### config.mk
export PLATFORM = sky130hd
export DESIGN_NAME = bcd_conv_scheduler_flat
export DESIGN_NICKNAME = d
export VERILOG_FILES = /design/src/rtl/bcd_conv_scheduler_if.sv /design/src/rtl/bcd_conv_scheduler.sv /design/src/flat_wrapper.sv
export SDC_FILE = /design/constraint.sdc
export NUM_CORES = 1
export LEC_CHECK = 0
export ABC_AREA = 1
export BUFFER_PORTS_ARGS = -buffer_cell sky130_fd_sc_hd__buf_2
export CAP_MARGIN = 0
export CORE_MARGIN = 8
export CORE_UTILIZATION = 35
export DETAILED_ROUTE_END_ITERATION = 12
export REMOVE_ABC_BUFFERS = 1
export SLEW_MARGIN = 15
export SYNTH_ARGS = -nofsm -noshare
export SYNTH_HDL_FRONTEND = slang
export SYNTH_SLANG_ARGS = --single-unit
### constraint.sdc
create_clock -name clk -period 2.3 [get_ports clk]
set_input_delay 0.115 -clock clk [delete_from_list [all_inputs] [get_ports clk]]
set_output_delay 0.115 -clock clk [all_outputs]
set_load 0.05 [all_outputs]
### src/rtl/bcd_conv_scheduler_if.sv
// Bundle of every signal between the three-channel BCD conversion
// scheduler, its requesting clients and the shared serial converter.
// master : client/converter side (drives req, operands, converter reply)
// slave  : scheduler side
interface bcd_conv_scheduler_if #(
    parameter int BIN_W = 14,
    parameter int BCD_W = 16
);
    logic [2:0]       req;
    logic [BIN_W-1:0] bin0;
    logic [BIN_W-1:0] bin1;
    logic [BIN_W-1:0] bin2;
    logic [2:0]       ack;
    logic [BCD_W-1:0] bcd0;
    logic [BCD_W-1:0] bcd1;
    logic [BCD_W-1:0] bcd2;
    logic             conv_start;
    logic [BIN_W-1:0] conv_bin;
    logic             conv_done;
    logic [BCD_W-1:0] conv_bcd;
    logic             busy;
    logic             err;

    modport master (
        output req, bin0, bin1, bin2, conv_done, conv_bcd,
        input  ack, bcd0, bcd1, bcd2, conv_start, conv_bin, busy, err
    );

    modport slave (
        input  req, bin0, bin1, bin2, conv_done, conv_bcd,
        output ack, bcd0, bcd1, bcd2, conv_start, conv_bin, busy, err
    );
endinterface

### src/rtl/bcd_conv_scheduler.sv
// Round-robin scheduler sharing one serial binary-to-BCD converter
// between three request channels. Each grant walks IDLE -> ISSUE ->
// WAIT -> STORE; the result lands in the granted channel's BCD
// register with a one-cycle ack.
// Optional macro BCD_SCHED_TIMEOUT_EN: aborts a WAIT that lasts
// TIMEOUT_CYC cycles without conv_done and pulses err instead of ack.
module bcd_conv_scheduler #(
    parameter int BIN_W       = 14,
    parameter int BCD_W       = 16,
    parameter int TIMEOUT_CYC = 31
) (
    input  logic               clk,
    input  logic               rst_n,
    bcd_conv_scheduler_if.slave bus
);

    typedef enum logic [1:0] {
        IDLE  = 2'd0,
        ISSUE = 2'd1,
        WAIT  = 2'd2,
        STORE = 2'd3
    } state_t;

    state_t           state_reg;
    state_t           state_next;
    logic [1:0]       grant_reg;
    logic [1:0]       last_grant_reg;
    logic [BIN_W-1:0] conv_bin_reg;
    logic [BCD_W-1:0] result_reg;

    logic [BIN_W-1:0] bin_sel  [3];
    logic [BCD_W-1:0] bcd_out  [3];
    logic [1:0]       cand     [3];
    logic [2:0]       cand_hit;
    logic [2:0]       ack_vec;
    logic [1:0]       rr_first;
    logic [1:0]       grant_pick;
    logic             grant_found;
    logic             timeout_hit;

    // A zero timeout would abort every conversion before it could finish
    if (TIMEOUT_CYC < 1) begin : g_bad_timeout
        $error("TIMEOUT_CYC must be at least 1");
    end

    assign bin_sel[0] = bus.bin0;
    assign bin_sel[1] = bus.bin1;
    assign bin_sel[2] = bus.bin2;

    // Search begins one channel past the last one served, wrapping 2 -> 0
    assign rr_first = (last_grant_reg == 2'd2) ? 2'd0 : last_grant_reg + 2'd1;

    genvar gi;
    for (gi = 0; gi < 3; gi++) begin : g_cand
        logic [2:0] sum;
        assign sum          = {1'b0, rr_first} + 3'(gi);
        assign cand[gi]     = (sum >= 3'd3) ? 2'(sum - 3'd3) : sum[1:0];
        assign cand_hit[gi] = bus.req[cand[gi]];
    end

    // First requesting channel in rotated order wins
    always_comb begin
        grant_found = |cand_hit;
        grant_pick  = cand[2];
        if (cand_hit[0]) begin
            grant_pick = cand[0];
        end else if (cand_hit[1]) begin
            grant_pick = cand[1];
        end
    end

    // State register
    always_ff @(posedge clk or negedge rst_n) begin
        if (!rst_n) begin
            state_reg <= IDLE;
        end else begin
            state_reg <= state_next;
        end
    end

    // Next-state logic; conv_done only matters while waiting
    always_comb begin
        state_next = state_reg;
        case (state_reg)
            IDLE: begin
                if (grant_found) begin
                    state_next = ISSUE;
                end
            end
            ISSUE: begin
                state_next = WAIT;
            end
            WAIT: begin
                if (bus.conv_done) begin
                    state_next = STORE;
                end else if (timeout_hit) begin
                    state_next = IDLE;
                end
            end
            STORE: begin
                state_next = IDLE;
            end
            default: begin
                state_next = IDLE;
            end
        endcase
    end

    // Grant capture, operand hold, result capture and round-robin pointer
    always_ff @(posedge clk or negedge rst_n) begin
        if (!rst_n) begin
            grant_reg      <= 2'd0;
            last_grant_reg <= 2'd2;
            conv_bin_reg   <= '0;
            result_reg     <= '0;
        end else begin
            case (state_reg)
                IDLE: begin
                    if (grant_found) begin
                        grant_reg    <= grant_pick;
                        conv_bin_reg <= bin_sel[grant_pick];
                    end
                end
                WAIT: begin
                    if (bus.conv_done) begin
                        result_reg <= bus.conv_bcd;
                    end else if (timeout_hit) begin
                        last_grant_reg <= grant_reg;
                    end
                end
                STORE: begin
                    last_grant_reg <= grant_reg;
                end
                default: begin
                end
            endcase
        end
    end

    // Per-channel held result; the new value is shown during STORE itself
    for (gi = 0; gi < 3; gi++) begin : g_chan
        logic [BCD_W-1:0] bcd_reg;
        logic             store_hit;

        assign store_hit = (state_reg == STORE) && (grant_reg == 2'(gi));

        // Only the granted channel's register moves
        always_ff @(posedge clk or negedge rst_n) begin
            if (!rst_n) begin
                bcd_reg <= '0;
            end else if (store_hit) begin
                bcd_reg <= result_reg;
            end
        end

        assign bcd_out[gi] = store_hit ? result_reg : bcd_reg;
        assign ack_vec[gi] = store_hit;
    end

`ifdef BCD_SCHED_TIMEOUT_EN
    localparam int CNT_W = (TIMEOUT_CYC > 1) ? $clog2(TIMEOUT_CYC) : 1;
    localparam logic [CNT_W-1:0] CNT_LAST = CNT_W'(TIMEOUT_CYC - 1);

    logic [CNT_W-1:0] wait_cnt_reg;
    logic             err_reg;

    // Last WAIT cycle allowed; err follows one cycle later while in IDLE
    assign timeout_hit = (state_reg == WAIT) && !bus.conv_done &&
                         (wait_cnt_reg == CNT_LAST);

    // WAIT cycle counter, cleared while entering WAIT from ISSUE
    always_ff @(posedge clk or negedge rst_n) begin
        if (!rst_n) begin
            wait_cnt_reg <= '0;
            err_reg      <= 1'b0;
        end else begin
            err_reg <= timeout_hit;
            if (state_reg == ISSUE) begin
                wait_cnt_reg <= '0;
            end else if (state_reg == WAIT) begin
                wait_cnt_reg <= wait_cnt_reg + 1'b1;
            end
        end
    end

    assign bus.err = err_reg;
`else
    assign timeout_hit = 1'b0;
    assign bus.err     = 1'b0;
`endif

    assign bus.ack        = ack_vec;
    assign bus.bcd0       = bcd_out[0];
    assign bus.bcd1       = bcd_out[1];
    assign bus.bcd2       = bcd_out[2];
    assign bus.conv_start = (state_reg == ISSUE);
    assign bus.conv_bin   = conv_bin_reg;
    assign bus.busy       = (state_reg != IDLE);

endmodule

### src/flat_wrapper.sv
// flat-port wrapper written by rule: the top's interface ports become plain ports
module bcd_conv_scheduler_flat 
#(
    parameter int BIN_W       = 14,
    parameter int BCD_W       = 16,
    parameter int TIMEOUT_CYC = 31
)
  (clk, rst_n, bus_req, bus_bin0, bus_bin1, bus_bin2, bus_conv_done, bus_conv_bcd, bus_ack, bus_bcd0, bus_bcd1, bus_bcd2, bus_conv_start, bus_conv_bin, bus_busy, bus_err);
  bcd_conv_scheduler_if #(.BIN_W(BIN_W), .BCD_W(BCD_W)) bus_i ();
  input  logic clk;
  input  logic rst_n;
  input wire logic [$bits(bus_i.req)-1:0] bus_req;
  input wire logic [$bits(bus_i.bin0)-1:0] bus_bin0;
  input wire logic [$bits(bus_i.bin1)-1:0] bus_bin1;
  input wire logic [$bits(bus_i.bin2)-1:0] bus_bin2;
  input wire logic [$bits(bus_i.conv_done)-1:0] bus_conv_done;
  input wire logic [$bits(bus_i.conv_bcd)-1:0] bus_conv_bcd;
  output wire logic [$bits(bus_i.ack)-1:0] bus_ack;
  output wire logic [$bits(bus_i.bcd0)-1:0] bus_bcd0;
  output wire logic [$bits(bus_i.bcd1)-1:0] bus_bcd1;
  output wire logic [$bits(bus_i.bcd2)-1:0] bus_bcd2;
  output wire logic [$bits(bus_i.conv_start)-1:0] bus_conv_start;
  output wire logic [$bits(bus_i.conv_bin)-1:0] bus_conv_bin;
  output wire logic [$bits(bus_i.busy)-1:0] bus_busy;
  output wire logic [$bits(bus_i.err)-1:0] bus_err;
  assign bus_i.req = bus_req;
  assign bus_i.bin0 = bus_bin0;
  assign bus_i.bin1 = bus_bin1;
  assign bus_i.bin2 = bus_bin2;
  assign bus_i.conv_done = bus_conv_done;
  assign bus_i.conv_bcd = bus_conv_bcd;
  assign bus_ack = bus_i.ack;
  assign bus_bcd0 = bus_i.bcd0;
  assign bus_bcd1 = bus_i.bcd1;
  assign bus_bcd2 = bus_i.bcd2;
  assign bus_conv_start = bus_i.conv_start;
  assign bus_conv_bin = bus_i.conv_bin;
  assign bus_busy = bus_i.busy;
  assign bus_err = bus_i.err;
  bcd_conv_scheduler #(.BIN_W(BIN_W), .BCD_W(BCD_W), .TIMEOUT_CYC(TIMEOUT_CYC)) u_core (.clk(clk), .rst_n(rst_n), .bus(bus_i));
endmodule
# == Word level (Yosys, flattened, before mapping) ==
# Cells that the tools add are included.
# word_totals
register_bits,84
inputBits,64
out_inout_bits,68
wordCells,61
# classes
add_sub_neg,6
order_cmp,7
eq_ne,8
n_mux,21
bitwise_logic,1
n_reduce_logical,10
# ops
op,count
$mux W16,3
$bmux W14 S2,1
$mux W14,2
$mux W2,8
$lt A2 B3 Y1 const B,3
$eq A2 B2 Y1 const B,4
$pmux W2 S4,1
$bmux W1 S2,3
$ge A3 B2 Y1 const B,2
$reduce_and A2 Y1,3
$sub A2 B2 Y2 const B,3
$eq A2 B1 Y1 const B,2
$logic_not A2 Y1,2
$add A2 B1 Y3 const B,1
$add A2 B2 Y3 const B,1
$ge A3 B3 Y1 const B,1
$logic_and A1 B1 Y1,3
$mux W1,3
$not A2 Y3,1
$reduce_or A3 Y1,1
$add A2 B1 Y2 const B,1
$ge A2 B2 Y1 const B,1
$ne A2 B1 Y1 const B,1
$ne A2 B2 Y1 const B,1
$reduce_bool A2 Y1,1

# == Logic depth before layout (Yosys ltp) ==
# depth
word_depth,13
depth_mapped,12
ltp_nobuf,11

# == Worst setup path after synthesis ==
# No wires, ideal clock.
# synth_timing
path_kind,register to register
from,register u_core.state_reg[1]
to,register u_core.g_chan[2].bcd_reg[0]
setup_time_ns,0.248
t_arrival_ns,2.250
t_required_ns,2.052
setup_slack_ns,-0.199
path_stages_with_launch,9
path_buffers,1
period_less_slack_ns,2.499
cell_sequence,dfrtp_1 ha_1 inv_1 nor2_1 inv_1 nor2_1 inv_1 clkbuf_1 o21ai_0
# synth_between
elab_chain_len,3
# synth_rtl
element,line,source
from (decl),bcd_conv_scheduler.sv:24,state_t state_reg;
from (signal assigned),bcd_conv_scheduler.sv:77,state_reg <= state_next;
$eq A2 B2 Y1,bcd_conv_scheduler.sv:145,assign store_hit = (state_reg == STORE) && (grant_reg == 2'(gi));
$logic_and A1 B1 Y1,bcd_conv_scheduler.sv:145,
named net u_core.g_chan[2].store_hit,bcd_conv_scheduler.sv:143,logic store_hit;
$mux W16,--,
named net bus_bcd2[0],flat_wrapper.sv:21,output wire logic [$bits(bus_i.bcd2)-1:0] bus_bcd2;
to (signal assigned),bcd_conv_scheduler.sv:152,bcd_reg <= result_reg;
to (decl),bcd_conv_scheduler.sv:142,logic [BCD_W-1:0] bcd_reg;
# The timed path passes the listed nets, and every way through them passes these cells.
# A chain may end at the register's enable or synchronous reset.

# == Worst setup path after layout ==
# layout_timing
from,register u_core.state_reg[0]
to,output port bus_bcd2[4]
# layout_between
elab_chain_len,3
# layout_rtl
element,line
$eq A2 B2 Y1,bcd_conv_scheduler.sv:145
$logic_and A1 B1 Y1,bcd_conv_scheduler.sv:145
$mux W16,--
to (decl),flat_wrapper.sv:21
# Every way passes these cells.

==> flow_summary.json <==
{
  "crit_type": "reg2out",
  "max_freq_mhz": 467,
  "slew_violations": 0,
  "clock_skew_ps": 9.22,
  "setup-violations-final": 0,
  "grt_max_degree": 85,
  "yosysWarnings": 0,
  "dr.pass1.iters": 4,
  "nFillCells": 1071,
  "required_ps": 2180,
  "grt-ovfl-total": 0,
  "synth.ff_latch_count": 84,
  "cpPeakStageDelay_ps": 410,
  "drt-total-wl_um": 10600,
  "largest_reg_flops": 48,
  "critPathSlowestCell": "dfrtp_1",
  "clockBufferDepth": 2,
  "finalCritPeriodShare_pct": 93.1,
  "crit_buf_inv": 5,
  "hold_class": "in2reg",
  "setup_tns_ps": 0,
  "grt_pass1_vias": 3353,
  "core_area_um2": 10800,
  "r2r_cells": 9,
  "r2r_start": "u_core.last_grant_reg[1]$_DFFE_PN1P_",
  "cts_root_buf": "clkbuf_8",
  "syn_inst": 466,
  "hold_violations": 0,
  "path_delay_family": "buffers and inverters",
  "antenna_cells": 0,
  "drc": 0,
  "min_path_cells": 3,
  "num_vias": 3455,
  "grt_pass1_wl_um": 16700,
  "worstSkewPairLatency_ps": 350,
  "crit_path_frequent_cell": "inv_1",
  "worstPathArrival_ps": 2030,
  "cp_cell_sequence": "ha_1 -> inv_1 -> nor2_2 -> inv_1 -> nor2_1 -> inv_1 -> buf_12 -> nand2_1 -> o21ai_1 -> buf_6",
  "outcome": "finished clean",
  "synth_top_area_share_pct": 53.8,
  "drt_first_iter_violations": 256,
  "nets": 668,
  "die_area_um2": 14700,
  "numPortBuffers": 130,
  "antenna_found_initial": 0,
  "io_pins": 132,
  "clkTransAtPathRegs_ps": 90,
  "min_to": "u_core.result_reg[1]$_DFFE_PN0P_",
  "synthesis.area_um2": 3860,
  "gp_congestion": 0.875,
  "crit_path_start_kind": "register",
  "viasPerCell": 4.64,
  "synth_area_per_cell_um2": 8.29,
  "period_needed_ps": 2140,
  "synth_cell_types": 24,
  "worstPathMaxFanout": 32,
  "die_h_um": 121,
  "initial_core_util_pct": 35.8,
  "grt_usage_pct": 14.0,
  "drive_above_1_share_pct": 29.6,
  "cts_sinks": 84,
  "cts_tree": "yes",
  "synth_top_area_cell": "dfrtp_1",
  "drtAntennaViolNets": 0,
  "cap_viol_max_count": 0,
  "synth_area_leaders": "dfrtp_1 54%, nand2_1 7.5%, nand3_1 7.4%, inv_1 7.4%, o21ai_0 6.9%",
  "rsz0062_at_grt": "true",
  "rows": 38,
  "routedWlPerCell_um": 14.2,
  "min_from": "bus_conv_bcd[1]",
  "end_kind": "output port",
  "die_width_um": 121,
  "ys_seq_area_share_pct": 54.4,
  "cts_inserted_buffers": 9,
  "r2r_slack_ps": 380,
  "cts_htree_levels": 3,
  "r2r_end": "u_core.bus.conv_bin[7]$_DFFE_PN0P_",
  "dp_hpwl_um": 7600,
  "area_growth_pct": 32.6
}
[timing repair]
item,in CTS,in global routing
cloned,0,1
endpoints found under the hold margin,88,0
pin swaps,0,0
buffers inserted,0,2
hold buffers,6,0
setup endpoints to repair,15,41
gates resized for setup,12,93
[worst max-delay path by stage]
stage	cells after the start	slack (ps)	from	to
6_report	10	160	u_core.state_reg[0]$_DFFE_PN0P_	bus_bcd2[4]
3_3_place_gp	10	330	u_core.state_reg[0]$_DFFE_PN0P_	bus_bcd0[15]
2_1_floorplan	7	-1170	u_core.state_reg[1]$_DFFE_PN0P_	u_core.g_chan[2].bcd_reg[0]$_DFF_PN0_
5_1_grt	10	-9	u_core.state_reg[0]$_DFFE_PN0P_	bus_bcd2[12]
3_5_place_dp	9	240	u_core.state_reg[1]$_DFFE_PN0P_	bus_bcd0[7]
4_1_cts	9	-2	u_core.state_reg[1]$_DFFE_PN0P_	bus_bcd0[11]
[Yosys cell counts (all sizes together)]
library cell  count
a21oi            33
nor2             40
nand2            82
inv              78
nand3            61
nand4             3
clkbuf           11
dfrtp            83
ha                4
buf              14
dfstp             1
o22ai             1
conb              1
o21ai            54
[cell families after synthesis]
| kind of cell | synth area share, % |
|---|---|
| AO/OA/AOI/OAI | 11.4 |
| buffers and inverters | 11.1 |
| adder cells (fa/ha/maj) | 1.30 |
| flip-flops | 54.4 |
| other | 0.0971 |
| AND/OR/NAND/NOR | 21.6 |
[metal layers]
metal | GRT usage (%) | up-vias | wire length (µm)
li1 | - | 1739 | -
met1 | 17.9 | 1575 | 4790
met2 | 21.5 | 133 | 4560
met3 | 5.17 | 8 | 1130
met4 | 4.68 | 0 | 72
met5 | 0 | - | 0
[final cells by class]
cell class / count / area, µm² / share of cell area, %
Clock buffer: 11 / 151 / 2.96
Clock inverter: 5 / 82.6 / 1.61
Inverter: 78 / 295 / 5.76
Multi-Input combinational cell: 279 / 1360 / 26.5
Sequential cell: 84 / 2100 / 41.1
Tap cell: 140 / 175 / 3.42
Timing Repair Buffer: 147 / 952 / 18.6
Timing Repair inverter: 1 / 7.51 / 0.147
[worst reg2reg max path, delay by kind of cell (launching register included)]
family | cells | cell delay (ps)
buf+inv | 2 | 430
compound gates | 1 | 60
flops | 1 | 600
simple gates | 6 | 730
[layout by cell type (no fill, tap or decap), drive strengths merged]
| cell type | Yosys | layout |
|---|---|---|
| buf | 14 | 136 |
| dfrtp | 83 | 83 |
| nand2 | 82 | 82 |
| inv | 78 | 79 |
| nand3 | 61 | 61 |
| o21ai | 54 | 54 |
| nor2 | 40 | 40 |
| a21oi | 33 | 33 |
| clkbuf | 11 | 16 |
| dlygate4sd3 | 0 | 6 |
| ha | 4 | 4 |
| nand4 | 3 | 3 |
| bufinv | 0 | 2 |
| clkinv | 0 | 2 |
| o22ai | 1 | 1 |
| conb | 1 | 1 |
| clkinvlp | 0 | 1 |
| dfstp | 1 | 1 |
[per-stage QoR]
stage | setup slack (ps) | instance area [µm²] | util [%] | hold WS, ps | cells
detailed placement | 245 | 4650 | 43.1 | 186 | 720
finish | 159 | 5120 | 47.5 | 18.0 | 745
CTS | -1.58 | 4960 | 46.0 | 1.57 | 742
global route | -9.02 | 5120 | 47.5 | 5.18 | 745
global placement | 329 | 4650 | 43.1 | 182 | 720
floorplan | -1170 | 3730 | - | -181 | 441
Power is left out: the tool's default activity adds up to more than one toggle a clock period on the data nets, which glitch-free logic cannot reach.
